**src/rtl/ring_inject_ctrl.sv**
```systemverilog
// Serial feeder for the 8-cell ring: one '1' per debounced button press,
// or an MSB-first serialisation of a parallel pattern on a load request.
`timescale 1ns/1ps

module ring_inject_ctrl #(
  parameter int DEBOUNCE_CYCLES = 16,
  parameter int PATTERN_W       = 8
) (
  input  logic                 clk,
  input  logic                 rst_n,
  input  logic                 btn_raw,
  input  logic                 load_req,
  input  logic [PATTERN_W-1:0] pattern_in,
  output logic                 inject_out,
  output logic                 busy,
  output logic                 btn_clean,
  output logic                 overrun
);

  localparam int CNT_W = (DEBOUNCE_CYCLES > 1) ? $clog2(DEBOUNCE_CYCLES) : 1;
  localparam int BIT_W = (PATTERN_W > 1) ? $clog2(PATTERN_W) : 1;
  localparam logic [CNT_W-1:0] CNT_MAX = CNT_W'(DEBOUNCE_CYCLES - 1);
  localparam logic [BIT_W-1:0] BIT_TOP = BIT_W'(PATTERN_W - 1);

  typedef enum logic {IDLE, SHIFT} state_t;

  logic                 btn_s1, btn_sync;
  logic                 load_s1, load_s2, load_s3;
  logic                 load_edge, btn_edge;
  logic [CNT_W-1:0]     db_cnt;
  logic                 btn_clean_d;

  state_t               state, state_nx;
  logic [PATTERN_W-1:0] shift_reg, shift_nx;
  logic [BIT_W-1:0]     bit_cnt, cnt_nx;
  logic                 inject_nx, busy_nx, overrun_nx;

  always_ff @(posedge clk or negedge rst_n) begin
    if (!rst_n) begin
      btn_s1   <= 1'b0;
      btn_sync <= 1'b0;
      load_s1  <= 1'b0;
      load_s2  <= 1'b0;
      load_s3  <= 1'b0;
    end else begin
      btn_s1   <= btn_raw;
      btn_sync <= btn_s1;
      load_s1  <= load_req;
      load_s2  <= load_s1;
      load_s3  <= load_s2;
    end
  end

  assign load_edge = load_s2 & ~load_s3;

  // Any cycle where the synchronised level agrees with btn_clean restarts the count.
  always_ff @(posedge clk or negedge rst_n) begin
    if (!rst_n) begin
      db_cnt      <= '0;
      btn_clean   <= 1'b0;
      btn_clean_d <= 1'b0;
    end else begin
      btn_clean_d <= btn_clean;
      if (btn_sync != btn_clean) begin
        if (db_cnt == CNT_MAX) begin
          btn_clean <= btn_sync;
          db_cnt    <= '0;
        end else begin
          db_cnt <= db_cnt + CNT_W'(1);
        end
      end else begin
        db_cnt <= '0;
      end
    end
  end

  assign btn_edge = btn_clean & ~btn_clean_d;

  always_ff @(posedge clk or negedge rst_n) begin
    if (!rst_n) begin
      state      <= IDLE;
      shift_reg  <= '0;
      bit_cnt    <= '0;
      inject_out <= 1'b0;
      busy       <= 1'b0;
      overrun    <= 1'b0;
    end else begin
      state      <= state_nx;
      shift_reg  <= shift_nx;
      bit_cnt    <= cnt_nx;
      inject_out <= inject_nx;
      busy       <= busy_nx;
      overrun    <= overrun_nx;
    end
  end

  // A load beats a simultaneous press; anything arriving mid-stream is dropped and flagged.
  always_comb begin
    state_nx   = state;
    shift_nx   = shift_reg;
    cnt_nx     = bit_cnt;
    inject_nx  = 1'b0;
    busy_nx    = 1'b0;
    overrun_nx = overrun;
    case (state)
      IDLE: begin
        if (load_edge) begin
          shift_nx = pattern_in;
          cnt_nx   = BIT_TOP;
          state_nx = SHIFT;
          if (btn_edge) overrun_nx = 1'b1;
        end else if (btn_edge) begin
          inject_nx = 1'b1;
        end
      end
      SHIFT: begin
        inject_nx = shift_reg[bit_cnt];
        busy_nx   = 1'b1;
        if (load_edge || btn_edge) overrun_nx = 1'b1;
        if (bit_cnt == '0) begin
          state_nx = IDLE;
        end else begin
          cnt_nx = bit_cnt - BIT_W'(1);
        end
      end
      default: state_nx = IDLE;
    endcase
  end

endmodule

```
**config.mk**
```make
export PLATFORM = sky130hd
export DESIGN_NAME = ring_inject_ctrl
export DESIGN_NICKNAME = d
export VERILOG_FILES = /design/src/rtl/ring_inject_ctrl.sv
export SDC_FILE = /design/constraint.sdc
export NUM_CORES = 1
export LEC_CHECK = 0
export CORE_MARGIN = 1
export CORE_UTILIZATION = 40
export DETAILED_ROUTE_END_ITERATION = 10
export GPL_ROUTABILITY_DRIVEN = 0
export PLACE_DENSITY = 0.73
export SLEW_MARGIN = 20
export SYNTH_ARGS = -nofsm -noshare
export SYNTH_HDL_FRONTEND = slang
export SYNTH_SLANG_ARGS = --single-unit
```
**constraint.sdc**
```tcl
create_clock -name clk -period 1.95 [get_ports clk]
set_clock_uncertainty 0.05 [all_clocks]
set_input_delay 0.39 -clock clk [delete_from_list [all_inputs] [get_ports clk]]
set_output_delay 0.39 -clock clk [all_outputs]
set_load 0.05 [all_outputs]
```
## Yosys cells after proc, flatten, opt, wreduce, memory -nomap -nowiden

Cells that the tools add are included.

- Register bits after elaboration: 26
- Latch bits: 0
- RAM bits: 0
- Memory bits (read-only): 0
- Input port bits: 12
- Output and inout bits: 4
- Logic and storage cells: 52
- Memories kept: 0

- Add/sub/neg operators: 2
- $mul: 0
- Div/mod/pow operators: 0
- $lt $le $gt $ge: 1
- Equality and inequality tests: 6
- Shift-type cells: 0
- Muxes and demuxes: 18
- Bitwise logic cells: 5
- Reduce and logical (&&, ||, !) cells: 6

Operators with widths:

| cell | number |
|---|---|
| 1-bit 2-to-1 mux | 9 |
| 4-bit 2-to-1 mux | 2 |
| 3-bit 2-to-1 mux | 2 |
| 2-bit != test, second input constant | 3 |
| 1-bit one-hot mux with 2 select lines | 3 |
| 3-bit one-hot mux with 2 select lines | 1 |
| 2-bit AND reduction | 3 |
| 4-bit by 1-bit adder with 4-bit output, second input constant | 1 |
| 4-bit equality test, second input constant | 1 |
| 3-bit by 4-bit < comparator with 1-bit output, second input constant | 1 |
| 1-bit binary-select mux with 3-bit select | 1 |
| 3-bit logical NOT | 1 |
| 1-bit NOT | 3 |
| 3-bit AND reduction | 1 |
| 3-bit by 1-bit subtractor with 3-bit output, second input constant | 1 |
| 1-bit AND | 2 |
| 2-bit by 1-bit != test with 1-bit output, second input constant | 1 |
| 1-bit logical OR | 1 |
| 1-bit != test | 1 |

## Logic depth before layout (Yosys ltp)

- Depth after elaboration: 5
- Depth in mapped cells: 5
- Depth with buffers taken out: 5

## Least setup slack after synthesis

No wires, ideal clock.

- Path type: reg-to-reg
- From: reg btn_clean
- To: reg inject_out
- Library setup time: 0.095 ns
- Arrival: 1.363 ns
- Data required time: 1.805 ns
- Setup slack: 0.442 ns
- Stages on the path, launching flop included: 4
- Buffers on the path: 0
- Period minus slack after synthesis: 1.508 ns
- Path through: dfrtp_1 > nor2b_1 > or3b_2 > o31ai_1

- Longest elaborated chain between the ends: 4

Ends and longest elaborated chain:

| item | line | text |
|---|---|---|
| start, declared | 16 | `output logic btn_clean,` |
| start signal, assigned | 66 | `btn_clean <= btn_sync;` |
| 1-bit AND | 77 | `assign btn_edge = btn_clean & ~btn_clean_d;` |
| 1-bit 2-to-1 mux | 112 | `end else if (btn_edge) begin` |
| 1-bit 2-to-1 mux | 107 | `if (load_edge) begin` |
| 1-bit one-hot mux with 2 select lines | 105 | `case (state)` |
| named net inject_nx | 36 | `logic inject_nx, busy_nx, overrun_nx;` |
| end signal, assigned | 91 | `inject_out <= inject_nx;` |
| end, declared | 14 | `output logic inject_out,` |

The timed path passes the listed nets, and every way through them passes these cells.
A chain may end at the register's enable or synchronous reset.

## Worst setup path in the final report

- From: reg inject_out
- To: out inject_out

No word-level cell between the ends.

==> flow_results.xml <==
<?xml version="1.0" encoding="UTF-8"?>
<metrics>
  <group name="timing">
    <metric name="final_min_period_over_clock_period" unit="%">96.9</metric>
    <metric name="max_slew_violation_count" unit="">0</metric>
    <metric name="timing.final.setup_violations" unit="">0</metric>
    <metric name="fin_ws" unit="ps">61.4</metric>
    <metric name="setup_total_negative_slack" unit="ps">0</metric>
    <metric name="timing.final.hold_violations" unit="">0</metric>
    <metric name="max_freq" unit="MHz">529</metric>
    <metric name="timing_worst_slew_pin_value" unit="ps">542</metric>
    <metric name="slew-limit-headroom" unit="%">63.5</metric>
    <metric name="setup_repair_after_global_routing_missed_its_margin" unit="">false</metric>
    <metric name="period_minus_slack" unit="ps">1890</metric>
  </group>
  <group name="layout">
    <metric name="flip_flop_count_of_the_largest_register_after_layout" unit="">8</metric>
    <metric name="layoutNonFillerInstCount" unit="">124</metric>
    <metric name="post_route_cells_drive_above_1_share" unit="%">22.3</metric>
    <metric name="insertedDiodeCount" unit="">0</metric>
    <metric name="num-nets-final" unit="">110</metric>
    <metric name="syn_to_final_growth" unit="%">21.5</metric>
    <metric name="layout.cell_area.non_filler" unit="sq um">1280</metric>
  </group>
  <group name="synthesis">
    <metric name="synth_enable_flop_cells" unit="">0</metric>
    <metric name="synth_top_cell_area_share" unit="%">61.7</metric>
    <metric name="syn-cell-area" unit="sq um">1050</metric>
    <metric name="yosys_warnings" unit="">0</metric>
    <metric name="synthDistinctLibCells" unit="">27</metric>
    <metric name="postSynthRegisterBits" unit="">26</metric>
    <metric name="synth_top_flop_cell" unit="">sky130_fd_sc_hd__dfrtp_1</metric>
    <metric name="syn_inst" unit="">74</metric>
    <metric name="synth.cells.most_frequent" unit="">26 x sky130_fd_sc_hd__dfrtp_1, 10 x sky130_fd_sc_hd__mux2_2, 4 x sky130_fd_sc_hd__nor2_1, 4 x sky130_fd_sc_hd__nor2b_1</metric>
    <metric name="synth_area_leader_cell" unit="">sky130_fd_sc_hd__dfrtp_1</metric>
    <metric name="ys_async_sr_fraction" unit="%">100</metric>
    <metric name="seq_area_frac_synth" unit="%">61.7</metric>
    <metric name="net_count_after_synthesis" unit="">89</metric>
    <metric name="synth.most_common_cell" unit="">sky130_fd_sc_hd__dfrtp_1</metric>
    <metric name="avgSynthCellArea" unit="sq um">14.3</metric>
    <metric name="post_synth_main_area_contributors" unit="">sky130_fd_sc_hd__dfrtp_1 62%, sky130_fd_sc_hd__mux2_2 11%, sky130_fd_sc_hd__ha_1 3.6%, sky130_fd_sc_hd__mux4_1 2.5%, sky130_fd_sc_hd__nor2b_1 2.4%</metric>
  </group>
  <group name="die">
    <metric name="dieArea" unit="sq um">2850</metric>
    <metric name="floorplan.die.height" unit="um">53.4</metric>
    <metric name="initial_core_utilization" unit="%">42.6</metric>
    <metric name="die_boundary_width" unit="um">53.4</metric>
    <metric name="io_pins" unit="">16</metric>
    <metric name="core-area" unit="sq um">2480</metric>
    <metric name="num_rows" unit="">18</metric>
  </group>
  <group name="clock_tree">
    <metric name="clock_sinks" unit="">26</metric>
    <metric name="clk_latency" unit="ps">310</metric>
    <metric name="cts_resized" unit="">0</metric>
    <metric name="max-clock-path-buffers" unit="">2</metric>
    <metric name="cts-root-buf" unit="">sky130_fd_sc_hd__clkbuf_4</metric>
    <metric name="cts_tree" unit="">built</metric>
    <metric name="cts.htree.levels" unit="">1</metric>
    <metric name="cts_buffers" unit="">3</metric>
    <metric name="cts_post_setup_buffers_inserted" unit="">0</metric>
    <metric name="cts.reportedPaths.clkPinSlew" unit="ps">130</metric>
    <metric name="holdBufCountCts" unit="">0</metric>
  </group>
  <group name="global_route">
    <metric name="grt_pass1_vias" unit="">586</metric>
    <metric name="grt_first_pass_wirelength" unit="um">2700</metric>
    <metric name="grt_antenna_before_repair" unit="">0</metric>
    <metric name="global_route.usage.total" unit="%">14.1</metric>
    <metric name="globalRoute.totalOverflow" unit="">0</metric>
    <metric name="grt_max_degree" unit="">27</metric>
  </group>
  <group name="drt">
    <metric name="number_of_antenna_violating_nets_in_the_routed_design" unit="">0</metric>
    <metric name="wire_per_inst" unit="um">12.6</metric>
    <metric name="routed_wirelength" unit="um">1570</metric>
    <metric name="vias_per_cell" unit="">5.04</metric>
    <metric name="drt_drc_violations_left" unit="">0</metric>
    <metric name="drt_pass1_iterations" unit="">2</metric>
    <metric name="initialDrtViolationCount" unit="">3</metric>
    <metric name="num_vias" unit="">625</metric>
  </group>
  <group name="setup_path">
    <metric name="max_stage_delay" unit="ps">790</metric>
    <metric name="critPathTopFamily" unit="">buffers and inverters</metric>
    <metric name="slowest_stage" unit="">sky130_fd_sc_hd__clkdlybuf4s50_1</metric>
    <metric name="path_max_fanout" unit="">1</metric>
    <metric name="data_required_time_of_the_critical_path" unit="ps">1510</metric>
    <metric name="cp_num_buf_inv" unit="">1</metric>
    <metric name="path_cells" unit="">clkdlybuf4s50_1</metric>
    <metric name="endpoint_kind" unit="">output pin</metric>
    <metric name="cp-start-kind" unit="">register</metric>
    <metric name="critPathArrivalTime" unit="ps">1450</metric>
    <metric name="worst-setup-path-type" unit="">register to output pin</metric>
  </group>
  <group name="placed_design">
    <metric name="placement.cell_area" unit="sq um">1240</metric>
    <metric name="count_of_input_and_output_buffers" unit="">15</metric>
    <metric name="dpl_worst_slack" unit="ps">357</metric>
    <metric name="post-place-cells" unit="">120</metric>
    <metric name="detailedPlacementHpwl" unit="um">1090</metric>
  </group>
  <group name="worst_hold_path">
    <metric name="hold_path_class" unit="">register to register</metric>
  </group>
  <group name="pwr">
    <metric name="p_leak" unit="nW">0.567</metric>
    <metric name="power_density" unit="nW/um^2">1260</metric>
    <metric name="ir_drop" unit="mV">0.784</metric>
  </group>
  <group name="run_status">
    <metric name="outcome" unit="">finished clean</metric>
  </group>
  <group name="job">
    <metric name="drv_cap" unit="">0</metric>
  </group>
</metrics>
==> area by class of cell <==
| type | instances | area [sq um] |
|---|---|---|
| Clock buffer | 4 | 36.3 |
| Timing Repair Buffer | 17 | 160 |
| Multi-Input combinational cell | 44 | 385 |
| Inverter | 3 | 11.3 |
| Tap cell | 30 | 37.5 |
| Sequential cell | 26 | 651 |
| Fill cell | 220 | 1200 |
==> where the power goes <==
group / leakage (nW) / internal, mW / switching (mW)
combinational: 0.234 / 0.288 / 0.243
clock: 0.0210 / 0.114 / 0.150
sequential: 0.313 / 0.698 / 0.123
==> cell usage in the layout, fill, tap and decap left out, drive strengths merged, types with 2 or more instances in the layout <==
cell type / n
buf: 4
clkbuf: 4
clkdlybuf4s50: 13
dfrtp: 26
ha: 3
inv: 3
mux2: 10
mux2i: 2
nor2: 4
nor2b: 4
nor3b: 2
o31ai: 2
xnor2: 2
==> metal layers <==
| layer | part of all wire [%] | GRT usage (%) |
|---|---|---|
| met1 | 47 | 18.7 |
| met2 | 47 | 20.6 |
| met3 | 3.6 | 2.59 |
| met4 | 2.8 | 9.21 |
| met5 | 0 | 0 |
==> final timing paths <==
kind	start	endpoint	slack [ps]	cells after the start
setup / recovery	inject_out	inject_out	60	1
hold / removal	btn_s1	btn_sync	310	0
setup reg to reg	bit_cnt[0]	bit_cnt[1]	290	5
hold reg to reg	btn_s1	btn_sync	310	0
max in group asynchronous	rst_n	db_cnt[0]	1250	2
min in group asynchronous	rst_n	bit_cnt[2]	360	2
==> metrics by stage <==
stage / util (%) / total power, mW / hold slack [ps]
2_1_floorplan: - / 1.20 / 44.4
3_3_place_gp: 50.3 / 1.33 / 283
3_5_place_dp: 50.3 / 1.36 / 285
4_1_cts: 51.7 / 1.64 / 315
5_1_grt: 51.7 / 1.73 / 330
6_report: 51.7 / 1.62 / 314
==> cells by family (layout without fill, tap and decap cells) <==
family / after synthesis / after routing / synth area share (%)
xor+xnor: 2 / 2 / 1.66
simple gates: 16 / 16 / 9.37
compound gates: 10 / 10 / 6.88
mux: 13 / 13 / 15.1
buf+inv: 4 / 24 / 1.78
flops: 26 / 26 / 61.7
fa+ha+maj: 3 / 3 / 3.56
Power figures use the tool's default switching activity.
